**src/rtl/uart_pkg.sv**
```systemverilog
// Shared types and line-level constants for the buffered UART transmitter.
// UART_TX_PARITY_EN adds the PARITY state (even parity, 11-bit frame).
package uart_pkg;

`ifdef UART_TX_PARITY_EN
    typedef enum logic [2:0] {IDLE, START, DATA, PARITY, STOP} tx_state_t;
`else
    typedef enum logic [2:0] {IDLE, START, DATA, STOP} tx_state_t;
`endif

    localparam logic START_BIT = 1'b0;
    localparam logic STOP_BIT  = 1'b1;
    localparam int   DATA_BITS = 8;

endpackage

```
**src/rtl/uart_tx_fifo.sv**
```systemverilog
// Synchronous byte FIFO with show-ahead read data and an occupancy count.
// DEPTH must be a power of two so the pointers wrap on natural overflow.
module uart_tx_fifo
    import uart_pkg::*;
#(
    parameter int DEPTH = 8,
    parameter int LVL_W = $clog2(DEPTH) + 1
) (
    input  logic                 clk,
    input  logic                 reset_n,
    input  logic                 push,
    input  logic                 pop,
    input  logic [DATA_BITS-1:0] wr_data,
    output logic [DATA_BITS-1:0] rd_data,
    output logic                 full,
    output logic                 empty,
    output logic [LVL_W-1:0]     level
);
    localparam int AW = $clog2(DEPTH);

    logic [DATA_BITS-1:0] mem [DEPTH];
    logic [AW-1:0]        wr_ptr;
    logic [AW-1:0]        rd_ptr;
    logic                 do_push;
    logic                 do_pop;

    assign full    = (level == LVL_W'(DEPTH));
    assign empty   = (level == '0);
    // a pop in the same cycle never frees room for a push into a full FIFO
    assign do_push = push && !full;
    assign do_pop  = pop && !empty;
    assign rd_data = mem[rd_ptr];

    always_ff @(posedge clk) begin
        if (do_push) begin
            mem[wr_ptr] <= wr_data;
        end
    end

    always_ff @(posedge clk or negedge reset_n) begin
        if (!reset_n) begin
            wr_ptr <= '0;
            rd_ptr <= '0;
            level  <= '0;
        end else begin
            if (do_push) begin
                wr_ptr <= wr_ptr + AW'(1);
            end
            if (do_pop) begin
                rd_ptr <= rd_ptr + AW'(1);
            end
            case ({do_push, do_pop})
                2'b10:   level <= level + LVL_W'(1);
                2'b01:   level <= level - LVL_W'(1);
                default: level <= level;
            endcase
        end
    end

endmodule

```
**src/rtl/uart_tx_buffered.sv**
```systemverilog
// UART transmitter fed by a byte FIFO; frames go out back-to-back while queued.
// UART_TX_PARITY_EN inserts an even-parity bit between data and stop.
//
// state  | meaning
// IDLE   | line high, waiting for a queued byte
// START  | driving the start bit
// DATA   | shifting out 8 data bits, LSB first
// PARITY | driving even parity of the byte (UART_TX_PARITY_EN only)
// STOP   | driving the stop bit; pops the next byte at its end
module uart_tx_buffered
    import uart_pkg::*;
#(
    parameter int CLK_FREQ   = 100000000,
    parameter int BAUD       = 9600,
    parameter int FIFO_DEPTH = 8
) (
    input  logic                        clk,
    input  logic                        reset_n,
    input  logic [DATA_BITS-1:0]        wr_data,
    input  logic                        wr_valid,
    output logic                        wr_ready,
    output logic                        TxD,
    output logic                        busy,
    output logic                        TxD_done,
    output logic [$clog2(FIFO_DEPTH):0] fifo_level
);
    localparam int CLKS_PER_BIT = CLK_FREQ / BAUD;
    localparam int CNT_W        = (CLKS_PER_BIT > 1) ? $clog2(CLKS_PER_BIT) : 1;
    localparam logic [CNT_W-1:0] BIT_TC = CNT_W'(CLKS_PER_BIT - 1);

    tx_state_t            state;
    logic [CNT_W-1:0]     baud_cnt;
    logic [2:0]           bit_idx;
    logic [DATA_BITS-1:0] shift_reg;
    logic [DATA_BITS-1:0] fifo_rd_data;
    logic                 fifo_full;
    logic                 fifo_empty;
    logic                 bit_end;
    logic                 load_frame;
`ifdef UART_TX_PARITY_EN
    logic                 parity_bit;
`endif

    uart_tx_fifo #(
        .DEPTH (FIFO_DEPTH)
    ) u_fifo (
        .clk     (clk),
        .reset_n (reset_n),
        .push    (wr_valid),
        .pop     (load_frame),
        .wr_data (wr_data),
        .rd_data (fifo_rd_data),
        .full    (fifo_full),
        .empty   (fifo_empty),
        .level   (fifo_level)
    );

    assign wr_ready   = !fifo_full;
    // baud_cnt is held at zero in IDLE, so bit_end is also the idle condition
    assign bit_end    = (baud_cnt == '0);
    assign load_frame = !fifo_empty && ((state == IDLE) || ((state == STOP) && bit_end));

    always_ff @(posedge clk or negedge reset_n) begin
        if (!reset_n) begin
            state     <= IDLE;
            baud_cnt  <= '0;
            bit_idx   <= '0;
            shift_reg <= '0;
            TxD       <= STOP_BIT;
            busy      <= 1'b0;
            TxD_done  <= 1'b0;
`ifdef UART_TX_PARITY_EN
            parity_bit <= 1'b0;
`endif
        end else begin
            TxD_done <= (state == STOP) && bit_end;
            if (load_frame) begin
                state     <= START;
                shift_reg <= fifo_rd_data;
                TxD       <= START_BIT;
                baud_cnt  <= BIT_TC;
                bit_idx   <= '0;
                busy      <= 1'b1;
`ifdef UART_TX_PARITY_EN
                parity_bit <= ^fifo_rd_data;
`endif
            end else if (!bit_end) begin
                baud_cnt <= baud_cnt - CNT_W'(1);
            end else begin
                baud_cnt <= BIT_TC;
                case (state)
                    START: begin
                        state     <= DATA;
                        TxD       <= shift_reg[0];
                        shift_reg <= shift_reg >> 1;
                    end
                    DATA: begin
                        if (bit_idx == 3'(DATA_BITS - 1)) begin
`ifdef UART_TX_PARITY_EN
                            state <= PARITY;
                            TxD   <= parity_bit;
`else
                            state <= STOP;
                            TxD   <= STOP_BIT;
`endif
                        end else begin
                            bit_idx   <= bit_idx + 3'd1;
                            TxD       <= shift_reg[0];
                            shift_reg <= shift_reg >> 1;
                        end
                    end
`ifdef UART_TX_PARITY_EN
                    PARITY: begin
                        state <= STOP;
                        TxD   <= STOP_BIT;
                    end
`endif
                    STOP: begin
                        state    <= IDLE;
                        busy     <= 1'b0;
                        baud_cnt <= '0;
                    end
                    default: begin
                        state    <= IDLE;
                        baud_cnt <= '0;
                    end
                endcase
            end
        end
    end

endmodule
```
**config.mk**
```make
export PLATFORM = sky130hd
export DESIGN_NAME = uart_tx_buffered
export DESIGN_NICKNAME = d
export VERILOG_FILES = /design/src/rtl/uart_pkg.sv /design/src/rtl/uart_tx_fifo.sv /design/src/rtl/uart_tx_buffered.sv
export SDC_FILE = /design/constraint.sdc
export NUM_CORES = 1
export LEC_CHECK = 0
export CORE_MARGIN = 4
export CORE_UTILIZATION = 56
export CTS_CLUSTER_DIAMETER = 80
export DETAILED_ROUTE_END_ITERATION = 8
export HOLD_SLACK_MARGIN = 0.12
export PLACE_DENSITY_LB_ADDON = 0.08
export REMOVE_ABC_BUFFERS = 1
export SLEW_MARGIN = 10
export SYNTH_ARGS = -nofsm -noshare
export SYNTH_HDL_FRONTEND = slang
export SYNTH_SLANG_ARGS = --single-unit
```
**constraint.sdc**
```tcl
create_clock -name clk -period 3.8 [get_ports clk]
set_input_delay 0.76 -clock clk [delete_from_list [all_inputs] [get_ports clk]]
set_output_delay 0.76 -clock clk [all_outputs]
set_load 0.01 [all_outputs]
```
==> metrics.md <==
| Metric | Value |
|---|---|
| Reg2Reg Depth | 12 |
| Reg clk slew, reported paths | 0.10 ns |
| Final Max Tran Viols | 0 |
| Slew @ Worst Pin | 0.994 ns |
| H-tree levels | 3 |
| Die height | 97.6 um |
| Crit path launch | baud_cnt[6] |
| Hold WC Path Type | reg -> reg |
| Post-route DRC | 0 |
| Vias in the first global route | 2425 |
| Worst EP arrival | 3.45 ns |
| Detailed Place HPWL | 5.02 mm |
| Min Tclk post-route | 3.20 ns |
| # IOs | 19 |
| CTS Buf Count | 9 |
| Cells after DPL | 412 |
| Critical path fanouts, max | 8 |
| Site Rows | 32 |
| Setup violators final | 0 |
| Crit Reg-Reg Startpoint | baud_cnt[6] |
| Fin worst setup slack | 0.596 ns |
| Initial antenna violation count | 0 |
| Synth Cell Area | 4490 um^2 |
| Fin util | 64.7% |
| GP Congestion | 0.775 |
| Core ar. | 7770 um^2 |
| EDFF count, synth | 64 |
| Seq/Total Area, Yosys | 65.1% |
| Pre-CTS WS | 0.615 ns |
| Inserted Diodes | 0 |
| Total GRT Usage | 16.4% |
| Area Overhead vs Synth | 11.8% |
| Die X | 97.6 um |
| Total gr overflow | 0 |
| Global-route wire length before repair | 12.3 mm |
| Syn_area_per_cell | 15.4 um^2 |
| Resize count post-CTS | 0 |
| Status | finished clean |
| Cts hold-fix bufs | 0 |
| Final worst path period share | 84.3% |
| Max-cap violation count | 0 |
| Finished Layout Cells | 428 |
| Routed wire per std cell | 17.5 um |
| Synth unique cells | 38 |
| Initial core utilization | 57.9% |
| First-pass detailed-route iteration total | 4 |
| Initial DRC count | 92 |
| Largest net degree at the start of global routing | 41 |
| I/O Buffers | 18 |
| Synth Flop Type | edfxtp_1 |
| Vias/cell | 5.53 |
| Nets | 346 |
| Die ar. | 9520 um^2 |
| Flop-to-flop setup slack | 0.60 ns |
| Later-pin clock latency in the skew report | 0.35 ns |
| Ratio of cells with drive above 1 in the final layout | 16.0% |
| Pleak | 1.83 nW |
| Clk root buf | clkbuf_8 |
| Layout Skew | 0.0132 ns |
| FFs w/ async S/R, synth | 38.5% |
| Number of flip-flops in the largest register | 64 |
| RSZ-0062 raised after global routing | false |
| Fin. Hold Viols | 0 |
| Seq cells post-synth | 104 |
| YS warnings | 0 |
| Max Clk Rate | 0.312 GHz |
| Post-synthesis cell count | 291 |
| Crit. End Element | flip-flop |
| Max-slew headroom at the worst pin | 33.7% |
| End point of the critical path | u_fifo.level[3] |
| Post-CTS setup repair buffer count | 0 |
| Antenna viol nets, final | 0 |
| Clock Tree Buf Depth | 2 |
| Critical Path Source Type | flip-flop |
| Worst vdd ir | 0.297 mV |
| Final wirelength | 7.48 mm |
| Clock Sinks | 104 |
| Worst EP required | 4.05 ns |
| Hold path depth | 1 |
| Total power density per cell area | 492 nW/um^2 |
| Worst Path Class, Setup | reg -> reg |
| Worst r2r dst | u_fifo.level[3] |
| Vias | 2365 |
| CTS tree | yes |
| Setup TNS | 0 ns |
==> layout make-up <==
| cell class | count | area [um^2] |
|---|---|---|
| multi-input combinational | 168 | 1480 |
| clock buffer | 9 | 124 |
| timing repair buffer | 27 | 243 |
| clock inverter | 7 | 81.3 |
| tap | 102 | 128 |
| fill | 571 | 2740 |
| inverter | 11 | 41.3 |
| sequential | 104 | 2920 |
==> through the flow <==
step | hold WS [ns] | area [um^2] | total power, mW
after global routing | 0.541 | 5020 | 2.60
after floorplan | 0.464 | 4450 | 1.63
final | 0.512 | 5020 | 2.47
after global placement | 0.498 | 4820 | 1.79
after detailed placement | 0.502 | 4820 | 1.80
after CTS | 0.520 | 5020 | 2.50
==> cells in the final DEF (no fill, tap or decap), drive strengths merged, types with 2 or more instances in the layout <==
master / instances
ha: 13
clkdlybuf4s50: 17
inv: 15
or2: 4
buf: 10
dfrtp: 39
mux2: 2
or4: 4
nand2b: 4
nor4: 2
edfxtp: 64
nand3: 4
nand2: 11
o21ai: 12
nor2b: 2
xnor2: 8
clkinv: 2
clkbuf: 9
xor2: 8
mux4: 16
a21oi: 2
o211ai: 3
and3: 2
nor2: 28
mux2i: 28
nor3: 7
==> routing by layer <==
layer / vias up / part of all wire [%] / global-route usage [%]
met5: - / 0 / 0
met4: 0 / 0.94 / 4.47
met3: 6 / 2.9 / 3.02
met2: 34 / 49 / 26.6
met1: 1188 / 47 / 22.9
li1: 1137 / - / -
==> power breakdown <==
group | internal (mW) | switching, mW | total [mW]
registers | 1.35 | 0.0644 | 1.41
clock network | 0.318 | 0.385 | 0.703
logic | 0.166 | 0.191 | 0.357
total | 1.83 | 0.640 | 2.47
==> worst min path at each step <==
stage                    start              end
2_1_floorplan          reset_n         TxD_done
3_3_place_gp   u_fifo.level[3]  u_fifo.level[3]
3_5_place_dp   u_fifo.level[3]  u_fifo.level[3]
4_1_cts        u_fifo.level[3]  u_fifo.level[3]
5_1_grt        u_fifo.level[3]  u_fifo.level[3]
6_report       u_fifo.level[3]  u_fifo.level[3]
==> synthesized netlist by cell type (2+ instances only) <==
master	number	area share, %
clkbuf_1	3	0.25
or4_4	2	0.50
o21ai_0	11	1.2
buf_1	3	0.25
buf_6	2	0.50
dfrtp_1	39	22
nand2b_1	4	0.56
and3_1	2	0.28
inv_1	10	0.84
xnor2_1	8	1.6
nand3_1	4	0.45
ha_1	13	3.6
nor4_1	2	0.28
xor2_1	8	1.6
mux2_2	2	0.50
or2_2	3	0.42
or4_1	2	0.33
mux2i_1	28	6.2
nor3_1	7	0.78
nand2_1	11	0.92
mux4_2	16	8.0
a21oi_1	2	0.22
nor2b_1	2	0.28
o211ai_1	3	0.50
nor2_1	28	2.3
edfxtp_1	64	43
==> logic make-up after synthesis <==
| kind of cell | synth area share [%] |
|---|---|
| buffers and inverters | 1.92 |
| flip-flops | 65.1 |
| XOR/XNOR | 3.12 |
| multiplexers | 14.8 |
| AO/OA/AOI/OAI | 3.45 |
| AND/OR/NAND/NOR | 7.63 |
| adder cells (fa/ha/maj) | 4.06 |
==> worst max-delay path: stages (launching register included) <==
cell and delay, ns:
dfrtp_1 0.44, or4_4 0.55, or4_4 0.49, nor3_1 0.28
o21ai_1 0.13, clkinv_1 0.08, ha_1 0.21, ha_1 0.24
a21o_1 0.17, a21oi_1 0.17, xnor2_1 0.13, nor2_1 0.06
xor2_1 0.14
No activity file was read; power rests on OpenSTA's default activity.
